--- src/rtl/trace_capture_buffer_if.sv ---
// Drain-side valid/ready port of the trace capture buffer.
// The buffer is the master; the trace reader is the slave.
interface trace_capture_buffer_if #(
    parameter int DW = 32
) ();
    logic              rd_valid;
    logic              rd_ready;
    logic [2*DW+4:0]   rd_data;

    modport master (
        output rd_valid,
        output rd_data,
        input  rd_ready
    );

    modport slave (
        input  rd_valid,
        input  rd_data,
        output rd_ready
    );
endinterface

--- src/rtl/trace_capture_buffer.sv ---
// Retirement-trace recorder: circular capture of decode-stage samples,
// frozen a fixed number of entries after a PC-match trigger, drained oldest-first.
module trace_capture_buffer #(
    parameter int DW        = 32,
    parameter int DEPTH     = 16,
    parameter int POST_TRIG = 4,
    localparam int PTRW     = $clog2(DEPTH),
    localparam int EW       = 2*DW+5
) (
    input  logic                  clk_i,
    input  logic                  rst_i,
    input  logic                  arm_i,
    input  logic                  clear_i,
    input  logic                  trig_en_i,
    input  logic [DW-1:0]         trig_pc_i,
    input  logic                  valid_i,
    input  logic [DW-1:0]         pc_i,
    input  logic [DW-1:0]         instr_i,
    input  logic [1:0]            fwd_a_i,
    input  logic [1:0]            fwd_b_i,
    input  logic                  reg_write_i,
    trace_capture_buffer_if.master rd,
    output logic [PTRW:0]         count_o,
    output logic                  trig_hit_o,
    output logic                  done_o,
    output logic                  overflow_o
);
    localparam logic [1:0] S_IDLE    = 2'd0;
    localparam logic [1:0] S_CAPTURE = 2'd1;
    localparam logic [1:0] S_POST    = 2'd2;
    localparam logic [1:0] S_DONE    = 2'd3;

    localparam logic [PTRW:0]   FULL    = (PTRW+1)'(DEPTH);
    localparam logic [PTRW:0]   ONE_C   = (PTRW+1)'(1);
    localparam logic [PTRW-1:0] ONE_P   = PTRW'(1);
    localparam logic [PTRW-1:0] POST_LD = PTRW'(POST_TRIG);

    logic [1:0]      state_q, state_d;
    logic [PTRW-1:0] wr_ptr_q, wr_ptr_d;
    logic [PTRW:0]   count_q, count_d;
    logic [PTRW-1:0] post_q, post_d;
    logic            ovf_q, ovf_d;
    logic            trig_q, trig_d;
    logic [EW-1:0]   mem_q [DEPTH];

    logic            recording;
    logic            we;
    logic            trig_match;
    logic [PTRW-1:0] rd_ptr;
    logic            rd_valid;
    logic            xfer;

    assign recording  = (state_q == S_CAPTURE) || (state_q == S_POST);
    assign we         = recording && valid_i && !clear_i;
    assign trig_match = trig_en_i && (pc_i == trig_pc_i);
    // Oldest entry sits count slots behind the write pointer; a full
    // buffer truncates count to zero and reads from wr_ptr itself.
    assign rd_ptr     = wr_ptr_q - count_q[PTRW-1:0];
    assign rd_valid   = (state_q == S_DONE) && (count_q != '0);
    assign xfer       = rd_valid && rd.rd_ready;

    always_comb begin
        state_d  = state_q;
        wr_ptr_d = wr_ptr_q;
        count_d  = count_q;
        post_d   = post_q;
        ovf_d    = ovf_q;
        trig_d   = 1'b0;

        if (recording && valid_i) begin
            wr_ptr_d = wr_ptr_q + ONE_P;
            if (count_q == FULL) begin
                ovf_d = 1'b1;
            end else begin
                count_d = count_q + ONE_C;
            end
        end

        unique case (state_q)
            S_IDLE: begin
                if (arm_i) begin
                    state_d  = S_CAPTURE;
                    wr_ptr_d = '0;
                    count_d  = '0;
                    ovf_d    = 1'b0;
                end
            end
            S_CAPTURE: begin
                if (valid_i && trig_match) begin
                    trig_d  = 1'b1;
                    post_d  = POST_LD;
                    state_d = (POST_TRIG == 0) ? S_DONE : S_POST;
                end
            end
            S_POST: begin
                if (valid_i) begin
                    post_d = post_q - ONE_P;
                    if (post_q == ONE_P) begin
                        state_d = S_DONE;
                    end
                end
            end
            S_DONE: begin
                if (xfer) begin
                    count_d = count_q - ONE_C;
                    if (count_q == ONE_C) begin
                        state_d = S_IDLE;
                        ovf_d   = 1'b0;
                    end
                end
            end
        endcase

        if (clear_i) begin
            state_d = S_IDLE;
            count_d = '0;
            ovf_d   = 1'b0;
            trig_d  = 1'b0;
        end
    end

    always_ff @(posedge clk_i) begin
        if (rst_i) begin
            state_q  <= S_IDLE;
            wr_ptr_q <= '0;
            count_q  <= '0;
            post_q   <= '0;
            ovf_q    <= 1'b0;
            trig_q   <= 1'b0;
        end else begin
            state_q  <= state_d;
            wr_ptr_q <= wr_ptr_d;
            count_q  <= count_d;
            post_q   <= post_d;
            ovf_q    <= ovf_d;
            trig_q   <= trig_d;
        end
    end

    always_ff @(posedge clk_i) begin
        if (we) begin
            mem_q[wr_ptr_q] <= {pc_i, instr_i, fwd_a_i, fwd_b_i, reg_write_i};
        end
    end

    assign rd.rd_valid = rd_valid;
    assign rd.rd_data  = mem_q[rd_ptr];
    assign count_o     = count_q;
    assign trig_hit_o  = trig_q;
    assign done_o      = (state_q == S_DONE);
    assign overflow_o  = ovf_q;
endmodule

--- src/flat_wrapper.sv ---
// flat-port wrapper written by rule: the top's interface ports become plain ports
module trace_capture_buffer_flat 
#(
    parameter int DW        = 32,
    parameter int DEPTH     = 16,
    parameter int POST_TRIG = 4,
    localparam int PTRW     = $clog2(DEPTH),
    localparam int EW       = 2*DW+5
)
  (clk_i, rst_i, arm_i, clear_i, trig_en_i, trig_pc_i, valid_i, pc_i, instr_i, fwd_a_i, fwd_b_i, reg_write_i, count_o, trig_hit_o, done_o, overflow_o, rd_rd_valid, rd_rd_data, rd_rd_ready);
  trace_capture_buffer_if #(.DW(DW)) rd_i ();
  input  logic clk_i;
  input  logic rst_i;
  input  logic arm_i;
  input  logic clear_i;
  input  logic trig_en_i;
  input  logic [DW-1:0] trig_pc_i;
  input  logic valid_i;
  input  logic [DW-1:0] pc_i;
  input  logic [DW-1:0] instr_i;
  input  logic [1:0] fwd_a_i;
  input  logic [1:0] fwd_b_i;
  input  logic reg_write_i;
  output logic [PTRW:0] count_o;
  output logic trig_hit_o;
  output logic done_o;
  output logic overflow_o;
  output wire logic [$bits(rd_i.rd_valid)-1:0] rd_rd_valid;
  output wire logic [$bits(rd_i.rd_data)-1:0] rd_rd_data;
  input wire logic [$bits(rd_i.rd_ready)-1:0] rd_rd_ready;
  assign rd_rd_valid = rd_i.rd_valid;
  assign rd_rd_data = rd_i.rd_data;
  assign rd_i.rd_ready = rd_rd_ready;
  trace_capture_buffer #(.DW(DW), .DEPTH(DEPTH), .POST_TRIG(POST_TRIG)) u_core (.clk_i(clk_i), .rst_i(rst_i), .arm_i(arm_i), .clear_i(clear_i), .trig_en_i(trig_en_i), .trig_pc_i(trig_pc_i), .valid_i(valid_i), .pc_i(pc_i), .instr_i(instr_i), .fwd_a_i(fwd_a_i), .fwd_b_i(fwd_b_i), .reg_write_i(reg_write_i), .rd(rd_i), .count_o(count_o), .trig_hit_o(trig_hit_o), .done_o(done_o), .overflow_o(overflow_o));
endmodule
--- config.mk ---
export PLATFORM = sky130hd
export DESIGN_NAME = trace_capture_buffer_flat
export DESIGN_NICKNAME = d
export VERILOG_FILES = /design/src/rtl/trace_capture_buffer_if.sv /design/src/rtl/trace_capture_buffer.sv /design/src/flat_wrapper.sv
export SDC_FILE = /design/constraint.sdc
export NUM_CORES = 1
export LEC_CHECK = 0
export CAP_MARGIN = 20
export CORE_MARGIN = 5
export CORE_UTILIZATION = 65
export DETAILED_ROUTE_END_ITERATION = 7
export GPL_TIMING_DRIVEN = 0
export HOLD_SLACK_MARGIN = 0.05
export PLACE_DENSITY = 0.85
export SLEW_MARGIN = 20
export SYNTH_ARGS = -nofsm -noshare
export SYNTH_HDL_FRONTEND = slang
export SYNTH_SLANG_ARGS = --single-unit
--- constraint.sdc ---
create_clock -name clk_i -period 8.9 [get_ports clk_i]
set_clock_uncertainty 0.15 [all_clocks]
set_input_delay 1.78 -clock clk_i [delete_from_list [all_inputs] [get_ports clk_i]]
set_output_delay 1.78 -clock clk_i [all_outputs]
set_load 0.01 [all_outputs]
==> results_dict.tcl <==
set metrics [dict create \
    r2r-end "u_core.mem_q[12][29]" \
    synth_top_cell_by_area "edfxtp_1" \
    irDropWorstVdd_mv 0.145 \
    dp_hpwl_um 67900 \
    synth_area_leaders "edfxtp_1, mux4_2, nand2_1" \
    row_count 94 \
    drv_slew 0 \
    post_synth.cell_area_avg_um2 21.3 \
    hp-start "u_core.post_q[0]" \
    portBuffers 185 \
    wire_per_inst_um 36.5 \
    arrival_ps 5760 \
    path_class "flip-flop to primary output" \
    antenna_found_initial 9 \
    ioPinCount 186 \
    dieArea_mm2 0.0720 \
    coreArea_mm2 0.0660 \
    insertion_delay_ps 660 \
    fin_hold_ws_ps 350 \
    hold_viol_final 0 \
    cts_resized 0 \
    hp-class "flip-flop to flip-flop" \
    worstPathCellList "inv_1, ha_1, fa_1, buf_2, buf_2, buf_2, clkbuf_1, mux4_2, nand2_1, a31oi_1, clkdlybuf4s50_1" \
    nets 2514 \
    min_to "u_core.post_q[0]" \
    clock_sinks 1121 \
    period_minus_slack_ps 7690 \
    grt_pass1_vias 24976 \
    syn-instance-count 2041 \
    ys_types 44 \
    drive_above_1_share_pct 22.0 \
    status "complete, no violations" \
    min_path_cells 1 \
    viasPerCell 7.37 \
    drtIter0Drc 4223 \
    place_inst 3146 \
    setup_viol 0 \
    path_buf_inv 6 \
    worst_slack_ps 1210 \
    cts_max_path_buffers 3 \
    grt_use_met2_pct 55.5 \
    initial_core_util_pct 65.7 \
    end_kind "primary output" \
    rsz0062_at_grt "false" \
    tritoncts "yes" \
    max_freq_ghz 0.130 \
    slew-limit-headroom_pct 17.7 \
    crit_path_max_incr_delay_ps 810 \
    h-tree-depth 3 \
    wl_um 122000 \
    drv_cap 0 \
    die_width_um 268 \
    use_met1_pct 46.3 \
    tightest_slew_ps 1230 \
    fp.dieH_um 268 \
    synth_fp_nets 2167 \
    synth_edf_count 1104 \
    layout.cells.non_filler 3347 \
    area_growth_pct 17.9 \
    ys_seq_area_share_pct 77.2 \
    tns_ps 0 \
    crit_top_cell "buf_2" \
    pre_cts_ws_ps 2280 \
    synthArstFlopShare_pct 0 \
    p_total_uw 10900 \
    postCtsSetupBuffers 0 \
    holdBufCountCts 0 \
    ys_ff_latch 1121 \
    fillers 2890 \
    grt_pass1_wl_um 175000 \
    cts_made_buffers 104 \
    seqCellArea_mm2 0.0335 \
    place_congestion 0.775 \
    top_usage_layer "met2" \
    worst_setup_path_start_kind "flip-flop" \
    dr.pass1.iters 6 \
    reg2regPathDepth 10 \
    cp_top_family "buffers and inverters" \
    synth_top_area_share_pct 76.4 \
    synth_area_mm2 0.0434 \
    multi_input_area_mm2 0.00949 \
    r2r_slack_ps 5030 \
    via_count 24669 \
    met3_usage_pct 7.51 \
    leakage_uw 0.0164 \
    worstReg2RegStart "u_core.state_q[1]" \
    grt_usage_pct 34.2 \
    root_buffer "clkbuf_16" \
    detail-route-antenna-nets 0 \
    slowest_stage "clkbuf_1" \
    grt_max_degree 23 \
    period_share_pct 86.4 \
    power_density_mw_per_mm2 213 \
    crit_fanout 10 \
    yosysWarnings 0 \
    crit_required_ps 6970 \
    drc 0 \
    grt_overflow 0 \
    synth_flop_cell "edfxtp_1" \
    clkTransAtPathRegs_ps 60 \
]
cell usage after synthesis, types with 2 or more instances:
library cell and count:
nand4_1 6, clkbuf_1 74, buf_2 32, nor2_1 26, a221oi_1 2, a311oi_1 3
nand3b_1 2, nand2b_1 2, edfxtp_1 1104, a21o_1 2, xnor2_1 7, nor4_1 9
ha_1 17, a21oi_1 7, dfxtp_1 17, mux4_2 276, and2_1 71, a31oi_1 71
buf_4 3, and3_1 2, a211oi_1 70, o21ai_0 3, xor2_1 32, inv_1 14
a21boi_1 2, nand2_1 160, nand4b_1 2, nand3_1 4, nor3_1 3, mux2i_1 4
worst max path at each step:
| stage | cells after the start | startpoint | end |
|---|---|---|---|
| global placement | 5 | valid_i | u_core.mem_q[14][28] |
| detailed placement | 11 | u_core.wr_ptr_q[0] | rd_rd_data[1] |
| global route | 11 | u_core.wr_ptr_q[0] | rd_rd_data[0] |
| CTS | 11 | u_core.wr_ptr_q[0] | rd_rd_data[0] |
| floorplan | 4 | valid_i | u_core.mem_q[12][0] |
| finish | 11 | u_core.wr_ptr_q[0] | rd_rd_data[0] |
report_power, final:
group / total (µW) / leakage (µW) / switching, µW / internal, µW
registers: 5810 / 0.0101 / 4.19 / 5800
clock network: 4530 / 0.00167 / 1980 / 2540
logic: 537 / 0.00468 / 305 / 232
total: 10900 / 0.0164 / 2290 / 8580
state kept, by name (all words and copies together) (netlist names):
name	count
u_core.mem_q	1104
u_core.count_o	5
u_core.post_q	4
u_core.wr_ptr_q	4
u_core.state_q	2
u_core.overflow_o	1
u_core.trig_hit_o	1
final cells by class:
cell class / instances / area share, %
Clock buffer: 128 / 5.45
Clock inverter: 68 / 1.21
Timing Repair Buffer: 241 / 6.11
Multi-Input combinational cell: 796 / 18.6
Buffer: 110 / 0.908
Antenna cell: 5 / 0.0245
Tap cell: 864 / 2.11
Inverter: 14 / 0.103
Sequential cell: 1121 / 65.5
metal layers:
| layer | part of all wire [%] | wire length [µm] | up-vias |
|---|---|---|---|
| li1 | - | - | 9181 |
| met5 | 0.040 | 49 | - |
| met3 | 12 | 15000 | 468 |
| met1 | 33 | 40800 | 12471 |
| met2 | 49 | 60500 | 2541 |
| met4 | 4.8 | 5870 | 8 |
placed cells by master (no fill, tap or decap), types with 9 or more instances in the layout:
cell / synthesis / routed
a211oi_1: 70 / 70
a31oi_1: 71 / 71
and2_1: 71 / 71
buf_12: 0 / 34
buf_16: 0 / 21
buf_2: 32 / 32
bufinv_16: 0 / 11
clkbuf_1: 74 / 92
clkbuf_16: 0 / 107
clkdlybuf4s50_1: 0 / 185
clkinv_1: 0 / 20
clkinv_2: 0 / 28
dfxtp_1: 17 / 17
edfxtp_1: 1104 / 1104
ha_1: 17 / 17
inv_1: 14 / 14
mux4_2: 276 / 276
nand2_1: 160 / 160
nor2_1: 26 / 10
nor2_4: 0 / 16
nor4_1: 9 / 9
xor2_1: 32 / 32
through the flow:
| stage | utilization, % | cell area, µm² |
|---|---|---|
| after detailed placement | 72.3 | 47700 |
| final | 77.5 | 51100 |
| after floorplan | - | 43400 |
| after global placement | 70.2 | 46300 |
| after global routing | 77.5 | 51100 |
| after CTS | 77.5 | 51100 |
worst register-to-register path: stages (launching register included):
cell and delay [ps]:
dfxtp_1 390, inv_1 90, ha_1 270, clkbuf_1 290, and2_1 260, clkbuf_1 400
nand2_1 400, nor2_4 720, buf_16 260, buf_16 180, buf_16 160
cell families after synthesis:
logic type | after synthesis | share of synthesized area (%)
buffers and inverters | 124 | 1.19
xor gates and xnor gates | 39 | 0.788
adders and majority gates | 18 | 0.537
AOI/OAI and AO/OA | 167 | 2.70
muxes | 280 | 14.4
and+or+nand+nor | 292 | 3.14
DFF | 1121 | 77.2
No activity file was read; power rests on OpenSTA's default activity.
==> edit, RTL diff (same settings) <==
Put one more register stage on the output `overflow_o`, without a reset. The value now appears one clock later. The other outputs are not delayed to match.
--- a/src/rtl/trace_capture_buffer.sv
+++ b/src/rtl/trace_capture_buffer.sv
@@ -150,3 +150,5 @@
     assign done_o      = (state_q == S_DONE);
-    assign overflow_o  = ovf_q;
+    always_ff @(posedge clk_i) begin
+        overflow_o <= ovf_q;
+    end
 endmodule
Behaviour: same outputs for any inputs over 4 cycles, from zero or initial values and one cycle with rst_i high; that may be too few to reach the edited logic, so the function may still have changed.
==> edit against the unedited design <==
Sequential share of layout area rose by 0.32 points. Total power fell by 0.74%. Largest cell class unchanged. Non-clock buffer count fell by 4. Final cell count fell by 0.33%. Cell area fell by 0.43%. Sequential cell count rose by 1. Synthesized area barely moved. Routed wire length rose by 2.0%. Die area barely moved. Worst setup slack improved by 110 ps. Critical path type unchanged.
==> edit: results (changes against the unedited design) <==
* Run status: completed
* Root Buffer: clkbuf_16
* HP Class: flop to flop
* Gr usage total at 35.0% (+0.85 points)
* CTS max path bufs at 3 (unchanged)
* 1st-pass router iterations at 6 (unchanged)
* Slew HR at 21.4% (+3.7 points)
* Filler cell count at 2963 (+2.5%)
* Post-synth EDFFs at 1104 (unchanged)
* Crit path DAT at 5650 ps (-110 ps)
* CTS clock-pin slew for the worst setup and hold paths at 60 ps (about the same)
* Final-stage net count at 2510 (-0.16%)
* Largest net degree at the start of global routing at 23 (unchanged)
* Synth Area in Adders at 0.536% (about the same)
* Hold Fails Final Rpt at 0 (unchanged)
* Top_reg_cell synth: edfxtp_1
* PortBufs at 185 (unchanged)
* Synth unique cells at 44 (unchanged)
* Post-cts sizing count at 0 (unchanged)
* Post-synthesis mux area share at 14.4% (about the same)
* Layout cells sized above 1 at 21.4% (-0.58 points)
* Synth area leaders: edfxtp_1 (76%), mux4_2 (14%), nand2_1 (1.4%)
* Initial antenna violation count at 6 (-3)
* Per-cell routed wire length at 37.4 um (+2.4%)
* Max reg flops at 1104 (unchanged)
* Routing usage on met2 at 57.0% (+1.4 points)
* Yosys warns at 0 (unchanged)
* Worst Path Max Fanout at 10 (unchanged)
* Reg with most FFs: u_core.mem_q
* Seq/Total Area, Yosys at 77.2% (about the same)
* Largest delay share family, worst path: buffers and inverters
* Compound-Gate Fraction of Synth Area at 2.70% (about the same)
* Post-CTS Setup Repair Bufs at 0 (unchanged)
* Crit-path max cell delay at 930 ps (+120 ps)
* Async S/R FF share, synth at 0% (unchanged)
* H-tree depth at 3 (unchanged)
* Syn nets at 2168 (+0.046%)
* CTS buffer count at 103 (-0.96%)
* Vias after detailed routing at 24900 (+0.89%)
* Peak supply drop at 0.129 mV (-11%)
* First-pass GRT wire length at 178 mm (+1.9%)
* Clock latency on the worst-skew pair at 660 ps (about the same)
* DP HPWL at 68.5 mm (+0.88%)
* Top cells by count, synth: edfxtp_1 (1104), mux4_2 (276), nand2_1 (160)
* Met1 usage at 46.1% (-0.21 points)
* Placer Congestion at 0.776 (about the same)
* CP max stage cell: clkbuf_1
* Met3 usage at 7.99% (+0.49 points)
* Static Leak at 16.3 nW (-0.56%)
* Initial DRC count at 4440 (+5.1%)
* Switching Power at 0.00227 W (-1.2%)
* Post-synthesis xor/xnor area fraction at 0.787% (about the same)
==> edit: worst paths after layout <==
| check | startpoint | to | slack [ps] | cells past startpoint |
|---|---|---|---|---|
| hold reg to reg | u_core.ovf_q | u_core.overflow_o | 210 | 0 |
| setup reg to reg | u_core.state_q[0] | u_core.mem_q[12][29] | 5030 | 10 |
| hold / removal | u_core.ovf_q | u_core.overflow_o | 210 | 0 |
| setup / recovery | u_core.wr_ptr_q[0] | rd_rd_data[47] | 1320 | 10 |
==> edit: power by group through the flow <==
| stage | Combinational [W] | Clock [W] | Sequential [W] |
|---|---|---|---|
| 2_1_floorplan | 0.000245 | 0 | 0.00593 |
| 3_3_place_gp | 0.000484 | 0 | 0.00593 |
| 3_5_place_dp | 0.000513 | 0 | 0.00593 |
| 4_1_cts | 0.000536 | 0.00444 | 0.00581 |
| 5_1_grt | 0.000565 | 0.00469 | 0.00581 |
| 6_report | 0.000541 | 0.00444 | 0.00581 |
==> edit: per-layer routing <==
| layer | vias up | share of wire [%] |
|---|---|---|
| met4 | 10 | 5.9 |
| met5 | - | 0.050 |
| met3 | 536 | 13 |
| met1 | 12600 | 32 |
| met2 | 2618 | 49 |
| li1 | 9174 | - |
==> edit: through the flow <==
step,cell area (um2),setup slack [ps],std cells,total power [W]
floorplan,43400,2960,2042,0.00617
global placement,46300,-1040,3091,0.00641
detailed placement,47600,2310,3143,0.00644
CTS,50900,1470,3334,0.0108
global route,50900,1270,3335,0.0111
finish,50900,1320,3336,0.0108
==> edit: cell type report <==
type | count | area share [%]
inverter | 14 | 0.103
multi-input combinational | 796 | 18.6
antenna | 2 | 0.00983
clock inverter | 53 | 1.04
timing repair buffer | 237 | 5.87
clock buffer | 138 | 5.46
sequential | 1122 | 65.8
buffer | 110 | 0.912
tap | 864 | 2.12
